<file path="src/rtl/pe_load_controller_if.sv">
// Host-side stream and PE control bundle for pe_load_controller.
// master = controller, slave = host plus PE.
interface pe_load_controller_if;
    logic        START;
    logic [1:0]  DIMEN_IN;
    logic        IN_VALID;
    logic [31:0] IN_DATA;
    logic        IN_READY;
    logic        RES_VALID;
    logic [31:0] RES_DATA;
    logic        BUSY;
    logic        ERR;
    logic [31:0] DATAIN;
    logic        WRITE_MAT;
    logic        MAT_MUX;
    logic        RST_ADD;
    logic        RST_ACC;
    logic        RST_PC;
    logic        MAC_CTRL;
    logic [1:0]  DIMEN;
    logic        OUT_READY;
    logic        MAC_DONE;
    logic [31:0] DATAOUT;

    modport master (
        input  START, DIMEN_IN, IN_VALID, IN_DATA, MAC_DONE, DATAOUT,
        output IN_READY, RES_VALID, RES_DATA, BUSY, ERR, DATAIN,
        output WRITE_MAT, MAT_MUX, RST_ADD, RST_ACC, RST_PC,
        output MAC_CTRL, DIMEN, OUT_READY
    );

    modport slave (
        output START, DIMEN_IN, IN_VALID, IN_DATA, MAC_DONE, DATAOUT,
        input  IN_READY, RES_VALID, RES_DATA, BUSY, ERR, DATAIN,
        input  WRITE_MAT, MAT_MUX, RST_ADD, RST_ACC, RST_PC,
        input  MAC_CTRL, DIMEN, OUT_READY
    );
endinterface

</file>
<file path="src/rtl/pe_load_controller.sv">
// Sequencer feeding two operand vectors into a Processing_Element,
// running its MAC under a watchdog and returning the result.
module pe_load_controller #(
    parameter int N       = 16,
    parameter int TIMEOUT = 64
) (
    input  logic                 CLK,
    input  logic                 RST,
    pe_load_controller_if.master bus
);
    localparam int CW = $clog2(N) + 1;
    localparam int WW = $clog2(TIMEOUT + 1);

    typedef enum logic [2:0] {
        IDLE, CLR, LOAD_X, SWAP, LOAD_W, MAC, OUT, RESULT
    } state_t;

    state_t      state_q, state_d;
    logic [CW-1:0] cnt_q, cnt_d;
    logic [WW-1:0] wd_q, wd_d;
    logic [1:0]  dimen_q, dimen_d;
    logic        err_q, err_d;
    logic [31:0] res_q, res_d;

    logic in_ready_q, in_ready_d;
    logic mat_mux_q, mat_mux_d;
    logic rst_add_q, rst_add_d;
    logic rst_clr_q, rst_clr_d;
    logic mac_ctrl_q, mac_ctrl_d;
    logic out_ready_q, out_ready_d;
    logic res_valid_q, res_valid_d;
    logic busy_q, busy_d;

    logic          accept;
    logic [CW-1:0] k_last;

    assign accept = bus.IN_VALID & in_ready_q;
    assign k_last = (CW'(2) << dimen_q) - CW'(1);

    always_comb begin
        state_d = state_q;
        cnt_d   = cnt_q;
        wd_d    = wd_q;
        dimen_d = dimen_q;
        err_d   = err_q;
        res_d   = res_q;
        unique case (state_q)
            IDLE: begin
                if (bus.START) begin
                    dimen_d = bus.DIMEN_IN;
                    err_d   = 1'b0;
                    state_d = CLR;
                end
            end
            CLR: begin
                cnt_d   = '0;
                state_d = LOAD_X;
            end
            LOAD_X: begin
                if (accept) begin
                    if (cnt_q == k_last) begin
                        cnt_d   = '0;
                        state_d = SWAP;
                    end else begin
                        cnt_d = cnt_q + CW'(1);
                    end
                end
            end
            SWAP: state_d = LOAD_W;
            LOAD_W: begin
                if (accept) begin
                    if (cnt_q == k_last) begin
                        cnt_d   = '0;
                        wd_d    = '0;
                        state_d = MAC;
                    end else begin
                        cnt_d = cnt_q + CW'(1);
                    end
                end
            end
            MAC: begin
                // completion takes priority over an expiring watchdog
                if (bus.MAC_DONE) begin
                    state_d = OUT;
                end else if (wd_q == WW'(TIMEOUT - 1)) begin
                    err_d   = 1'b1;
                    state_d = IDLE;
                end else begin
                    wd_d = wd_q + WW'(1);
                end
            end
            OUT: begin
                res_d   = bus.DATAOUT;
                state_d = RESULT;
            end
            RESULT: state_d = IDLE;
            default: state_d = IDLE;
        endcase
    end

    // Outputs are decoded from the next state so the flops mirror state_q.
    always_comb begin
        in_ready_d  = (state_d == LOAD_X) || (state_d == LOAD_W);
        mat_mux_d   = (state_d == LOAD_X);
        rst_add_d   = (state_d == CLR) || (state_d == SWAP);
        rst_clr_d   = (state_d == CLR);
        mac_ctrl_d  = (state_d == MAC);
        out_ready_d = (state_d == OUT);
        res_valid_d = (state_d == RESULT);
        busy_d      = (state_d != IDLE);
    end

    always_ff @(posedge CLK or posedge RST) begin
        if (RST) begin
            state_q     <= IDLE;
            cnt_q       <= '0;
            wd_q        <= '0;
            dimen_q     <= '0;
            err_q       <= 1'b0;
            res_q       <= '0;
            in_ready_q  <= 1'b0;
            mat_mux_q   <= 1'b0;
            rst_add_q   <= 1'b0;
            rst_clr_q   <= 1'b0;
            mac_ctrl_q  <= 1'b0;
            out_ready_q <= 1'b0;
            res_valid_q <= 1'b0;
            busy_q      <= 1'b0;
        end else begin
            state_q     <= state_d;
            cnt_q       <= cnt_d;
            wd_q        <= wd_d;
            dimen_q     <= dimen_d;
            err_q       <= err_d;
            res_q       <= res_d;
            in_ready_q  <= in_ready_d;
            mat_mux_q   <= mat_mux_d;
            rst_add_q   <= rst_add_d;
            rst_clr_q   <= rst_clr_d;
            mac_ctrl_q  <= mac_ctrl_d;
            out_ready_q <= out_ready_d;
            res_valid_q <= res_valid_d;
            busy_q      <= busy_d;
        end
    end

    assign bus.IN_READY  = in_ready_q;
    assign bus.WRITE_MAT = accept;
    assign bus.DATAIN    = accept ? bus.IN_DATA : 32'd0;
    assign bus.MAT_MUX   = mat_mux_q;
    assign bus.RST_ADD   = rst_add_q;
    assign bus.RST_ACC   = rst_clr_q;
    assign bus.RST_PC    = rst_clr_q;
    assign bus.MAC_CTRL  = mac_ctrl_q;
    assign bus.OUT_READY = out_ready_q;
    assign bus.RES_VALID = res_valid_q;
    assign bus.RES_DATA  = res_q;
    assign bus.BUSY      = busy_q;
    assign bus.ERR       = err_q;
    assign bus.DIMEN     = dimen_q;
endmodule
</file>
<file path="src/flat_wrapper.sv">
// flat-port wrapper written by rule: the top's interface ports become plain ports
module pe_load_controller_flat 
#(
    parameter int N       = 16,
    parameter int TIMEOUT = 64
)
  (CLK, RST, bus_START, bus_DIMEN_IN, bus_IN_VALID, bus_IN_DATA, bus_MAC_DONE, bus_DATAOUT, bus_IN_READY, bus_RES_VALID, bus_RES_DATA, bus_BUSY, bus_ERR, bus_DATAIN, bus_WRITE_MAT, bus_MAT_MUX, bus_RST_ADD, bus_RST_ACC, bus_RST_PC, bus_MAC_CTRL, bus_DIMEN, bus_OUT_READY);
  pe_load_controller_if bus_i ();
  input  logic CLK;
  input  logic RST;
  input wire logic [$bits(bus_i.START)-1:0] bus_START;
  input wire logic [$bits(bus_i.DIMEN_IN)-1:0] bus_DIMEN_IN;
  input wire logic [$bits(bus_i.IN_VALID)-1:0] bus_IN_VALID;
  input wire logic [$bits(bus_i.IN_DATA)-1:0] bus_IN_DATA;
  input wire logic [$bits(bus_i.MAC_DONE)-1:0] bus_MAC_DONE;
  input wire logic [$bits(bus_i.DATAOUT)-1:0] bus_DATAOUT;
  output wire logic [$bits(bus_i.IN_READY)-1:0] bus_IN_READY;
  output wire logic [$bits(bus_i.RES_VALID)-1:0] bus_RES_VALID;
  output wire logic [$bits(bus_i.RES_DATA)-1:0] bus_RES_DATA;
  output wire logic [$bits(bus_i.BUSY)-1:0] bus_BUSY;
  output wire logic [$bits(bus_i.ERR)-1:0] bus_ERR;
  output wire logic [$bits(bus_i.DATAIN)-1:0] bus_DATAIN;
  output wire logic [$bits(bus_i.WRITE_MAT)-1:0] bus_WRITE_MAT;
  output wire logic [$bits(bus_i.MAT_MUX)-1:0] bus_MAT_MUX;
  output wire logic [$bits(bus_i.RST_ADD)-1:0] bus_RST_ADD;
  output wire logic [$bits(bus_i.RST_ACC)-1:0] bus_RST_ACC;
  output wire logic [$bits(bus_i.RST_PC)-1:0] bus_RST_PC;
  output wire logic [$bits(bus_i.MAC_CTRL)-1:0] bus_MAC_CTRL;
  output wire logic [$bits(bus_i.DIMEN)-1:0] bus_DIMEN;
  output wire logic [$bits(bus_i.OUT_READY)-1:0] bus_OUT_READY;
  assign bus_i.START = bus_START;
  assign bus_i.DIMEN_IN = bus_DIMEN_IN;
  assign bus_i.IN_VALID = bus_IN_VALID;
  assign bus_i.IN_DATA = bus_IN_DATA;
  assign bus_i.MAC_DONE = bus_MAC_DONE;
  assign bus_i.DATAOUT = bus_DATAOUT;
  assign bus_IN_READY = bus_i.IN_READY;
  assign bus_RES_VALID = bus_i.RES_VALID;
  assign bus_RES_DATA = bus_i.RES_DATA;
  assign bus_BUSY = bus_i.BUSY;
  assign bus_ERR = bus_i.ERR;
  assign bus_DATAIN = bus_i.DATAIN;
  assign bus_WRITE_MAT = bus_i.WRITE_MAT;
  assign bus_MAT_MUX = bus_i.MAT_MUX;
  assign bus_RST_ADD = bus_i.RST_ADD;
  assign bus_RST_ACC = bus_i.RST_ACC;
  assign bus_RST_PC = bus_i.RST_PC;
  assign bus_MAC_CTRL = bus_i.MAC_CTRL;
  assign bus_DIMEN = bus_i.DIMEN;
  assign bus_OUT_READY = bus_i.OUT_READY;
  pe_load_controller #(.N(N), .TIMEOUT(TIMEOUT)) u_core (.CLK(CLK), .RST(RST), .bus(bus_i));
endmodule
</file>
<file path="config.mk">
export PLATFORM = sky130hd
export DESIGN_NAME = pe_load_controller_flat
export DESIGN_NICKNAME = d
export VERILOG_FILES = /design/src/rtl/pe_load_controller_if.sv /design/src/rtl/pe_load_controller.sv /design/src/flat_wrapper.sv
export SDC_FILE = /design/constraint.sdc
export NUM_CORES = 1
export LEC_CHECK = 0
export ABC_AREA = 0
export BUFFER_PORTS_ARGS = -buffer_cell sky130_fd_sc_hd__buf_2
export CORE_UTILIZATION = 45
export DETAILED_ROUTE_END_ITERATION = 8
export PLACE_DENSITY = 0.83
export SKIP_CTS_REPAIR_TIMING = 1
export SLEW_MARGIN = 20
export SYNTH_ARGS = -nofsm -noshare
export SYNTH_HDL_FRONTEND = slang
export SYNTH_SLANG_ARGS = --single-unit
</file>
<file path="constraint.sdc">
create_clock -name CLK -period 2.1 [get_ports CLK]
set_input_delay 0.42 -clock CLK [delete_from_list [all_inputs] [get_ports CLK]]
set_output_delay 0.42 -clock CLK [all_outputs]
set_load 0.02 [all_outputs]
</file>
==> metrics.txt <==
crit-path leading delay family=simple AND/OR/NAND/NOR gates; Setup TNS=0 ns; Critical Path Sink Type=register; Die Area=0.006659 mm²; H-tree depth=3; fin util=0.6476; GRT Residual Overflow=0; largest net degree at the start of global routing=34; R2R Setup Slk=0.14 ns; internal power=3.369 mW; die height=slightly above 80 µm; syn_area_per_cell=around 11 µm²; Max-Cap Viols=0; Root Buffer=clkbuf_8; hold slack=approximately 0.018 ns; DR vias/cell=roughly 5.3; most frequent cell after synthesis=dfrtp_1; Fmax=about 0.51 GHz; # fillers=~500; total CTS buffers=9; multi-input logic area=about 0.0013 mm²; die width=between 80 and 90 µm; Buf/Inv on CP=0; Post-synth top cells=58 x dfrtp_1, 34 x and3_1, 34 x mux2_2, 10 x nand2_1; CTS sink count=58; Synth Register Bits=slightly below 60; Initial Util=0.4732; ANT cells=0; mapped cell area=between 0.002 and 0.003 mm²; number of flops mapped to enable cells by yosys=0; asr flop ratio synth=1.000; initial antenna violation count=0; clk buf depth=2; Slew Viols, Final=0; period utilization=0.9323; Worst Path Arrival=2.17 ns; routability cong.=between 0.8 and 0.9; Seq/Total Area, Yosys=0.5090; drt first pass iters=4; sequential share of power=0.347; Final Skew=approximately 0.0066 ns; area leader, netlist=dfrtp_1; Max-Slew Margin vs Limit=0.5281; Comb pwr share=0.469; Clk Latency, worst-skew pair=roughly 0.33 ns; Ports=148; VDD IR-drop max=1.025 mV; Netlist cell types=48; Nets=between 400 and 500; Synth Warn #=0; crit path kind=reg -> reg; slowest CP cell=o311ai_0; Net Sw Frac=0.4070; area grow syn2layout=36.86%; Max FO, Critical Path=9; Pwr Density=1456 mW/mm²; synth top area cells=dfrtp_1 51%, mux2_2 13%, and3_1 7.5%; register area=0.001451 mm²; PortBufs=147; 1st-iter DRT viols=between 90 and 100; Clock power frac=0.183; placed cell areas=0.003697 mm²; Primary FF master, synth=dfrtp_1; WL final=7.143 mm; via count=2,543; startpoint types=register; post-route cell area=0.003902 mm²; max incr delay on CP=just under 0.6 ns; RSZ-0062 raised after global routing=false; core area=between 0.006 and 0.007 mm²; Post-Synthesis Cells=roughly 250; crit path cell chain=ha_1, nand3_1, nor3_1, o311ai_0, and4bb_2; Pleak=just over 2 nW; Req. time, crit path=~2.3 ns; DR WL/cell=between 10 and 15 µm; worst hold path type=in -> async; share of layout cells above drive strength 1=0.5281; vias in the first global route=between 2k and 2.5k; hpwl dp=around 5.4 mm; switching pwr=2.313 mW; syn_nets=~330; first-pass GRT wire length=~11 mm; area share of the largest cell type after synthesis=0.5090; Hold Vio Cnt, Final=0; DRC=0; final setup violation count=0; fin crit period=between 1.5 and 2 ns; TritonCTS clock tree=done; Antenna Nets Post-Route=0; clk slew on worst S/H paths=about 0.070 ns; status=finished, final reports clean; Row Count=28; Worst-Margin Slew=about 0.70 ns; GR Util All Layers=0.2160
power by group through the flow:
| stage | logic (mW) | clock network (mW) | registers (mW) |
|---|---|---|---|
| after floorplan | 1.39 | 0 | 2.37 |
| after global placement | 2.59 | 0 | 1.94 |
| after detailed placement | 2.68 | 0 | 1.99 |
| after CTS | 2.69 | 1.07 | 1.97 |
| after global routing | 2.86 | 1.11 | 2.05 |
| final | 2.67 | 1.04 | 1.97 |
area by class of cell:
cell class	count	area share
multi-input cells	169	0.3277
flip-flops and latches	58	0.3719
repair buffers	158	0.2161
inverters	8	0.007695
well taps	75	0.02405
clock inverters	4	0.01282
clock buffers	12	0.03976
state kept, by name (all words and copies together) (netlist names):
register / flops
u_core.bus.MAT_MUX: 1
u_core.bus.RST_ADD: 1
u_core.bus.DIMEN: 2
u_core.bus.BUSY: 1
u_core.state_q: 3
u_core.bus.RST_ACC: 1
u_core.cnt_q: 5
u_core.wd_q: 7
u_core.bus.RES_DATA: 32
u_core.bus.RES_VALID: 1
u_core.bus.OUT_READY: 1
u_core.bus.ERR: 1
u_core.bus.MAC_CTRL: 1
u_core.bus.IN_READY: 1
stage by stage:
step / worst slack [ns] / std cells / total power [mW]
2_1_floorplan: 0.2520 / 253 / 3.759
3_3_place_gp: 0.2717 / 468 / 4.531
3_5_place_dp: 0.2393 / 468 / 4.663
4_1_cts: 0.1795 / 484 / 5.726
5_1_grt: 0.01113 / 484 / 6.017
6_report: 0.1423 / 484 / 5.682
per-layer routing:
layer / vias to the layer above / wire length [µm] / GRT usage
li1: 1232 / - / -
met1: 1230 / 2856 / 0.2321
met2: 66 / 3874 / 0.3983
met3: 15 / 254 / 0.05222
met4: 0 / 158 / 0.09649
met5: - / 0 / 0
placed cells by master (no fill, tap or decap), types with 3 or more instances in the layout:
master	Yosys	final
nor2b_1	4	4
or3_1	3	3
o21ai_0	6	6
nand4_1	3	3
and2_1	3	3
nor3_1	5	5
inv_1	8	7
nand2_1	10	10
o311ai_0	4	4
o211ai_1	3	3
a211oi_1	4	4
o21bai_1	3	3
nor2_1	6	6
nand2b_1	4	4
nand3_1	5	5
clkbuf_8	0	11
and3_1	34	34
buf_4	2	9
dfrtp_1	58	58
mux2_2	34	34
a21oi_1	8	8
buf_2	7	147
path summary, 6_finish.rpt:
kind / start / end / cells past startpoint
min in group CLK: bus_DATAOUT[1] / u_core.bus.RES_DATA[1] / 2
max reg2reg: u_core.wd_q[0] / u_core.bus.MAT_MUX / 5
max: u_core.wd_q[0] / u_core.bus.MAT_MUX / 5
min: RST / u_core.bus.RES_DATA[0] / 2
min reg2reg: u_core.bus.RES_DATA[8] / u_core.bus.RES_DATA[8] / 1
max in group asynchronous: RST / u_core.wd_q[6] / 3
worst register-to-register path: stages (launching register included):
cell and delay, ns:
dfrtp_1 0.41, ha_1 0.22, nand3_1 0.23, nor3_1 0.09, o311ai_0 0.59, and4bb_2 0.31
cell families (layout without fill, tap and decap cells):
family / Yosys count / count (layout) / share of synthesized area
AND/OR/NAND/NOR: 89 / 89 / 0.1957
flip-flops: 58 / 58 / 0.5090
AO/OA/AOI/OAI: 41 / 41 / 0.1005
multiplexers: 34 / 34 / 0.1343
buffers and inverters: 26 / 182 / 0.04256
XOR/XNOR: 3 / 3 / 0.009216
adder cells (fa/ha/maj): 2 / 2 / 0.008774
Power figures use the tool's default switching activity.
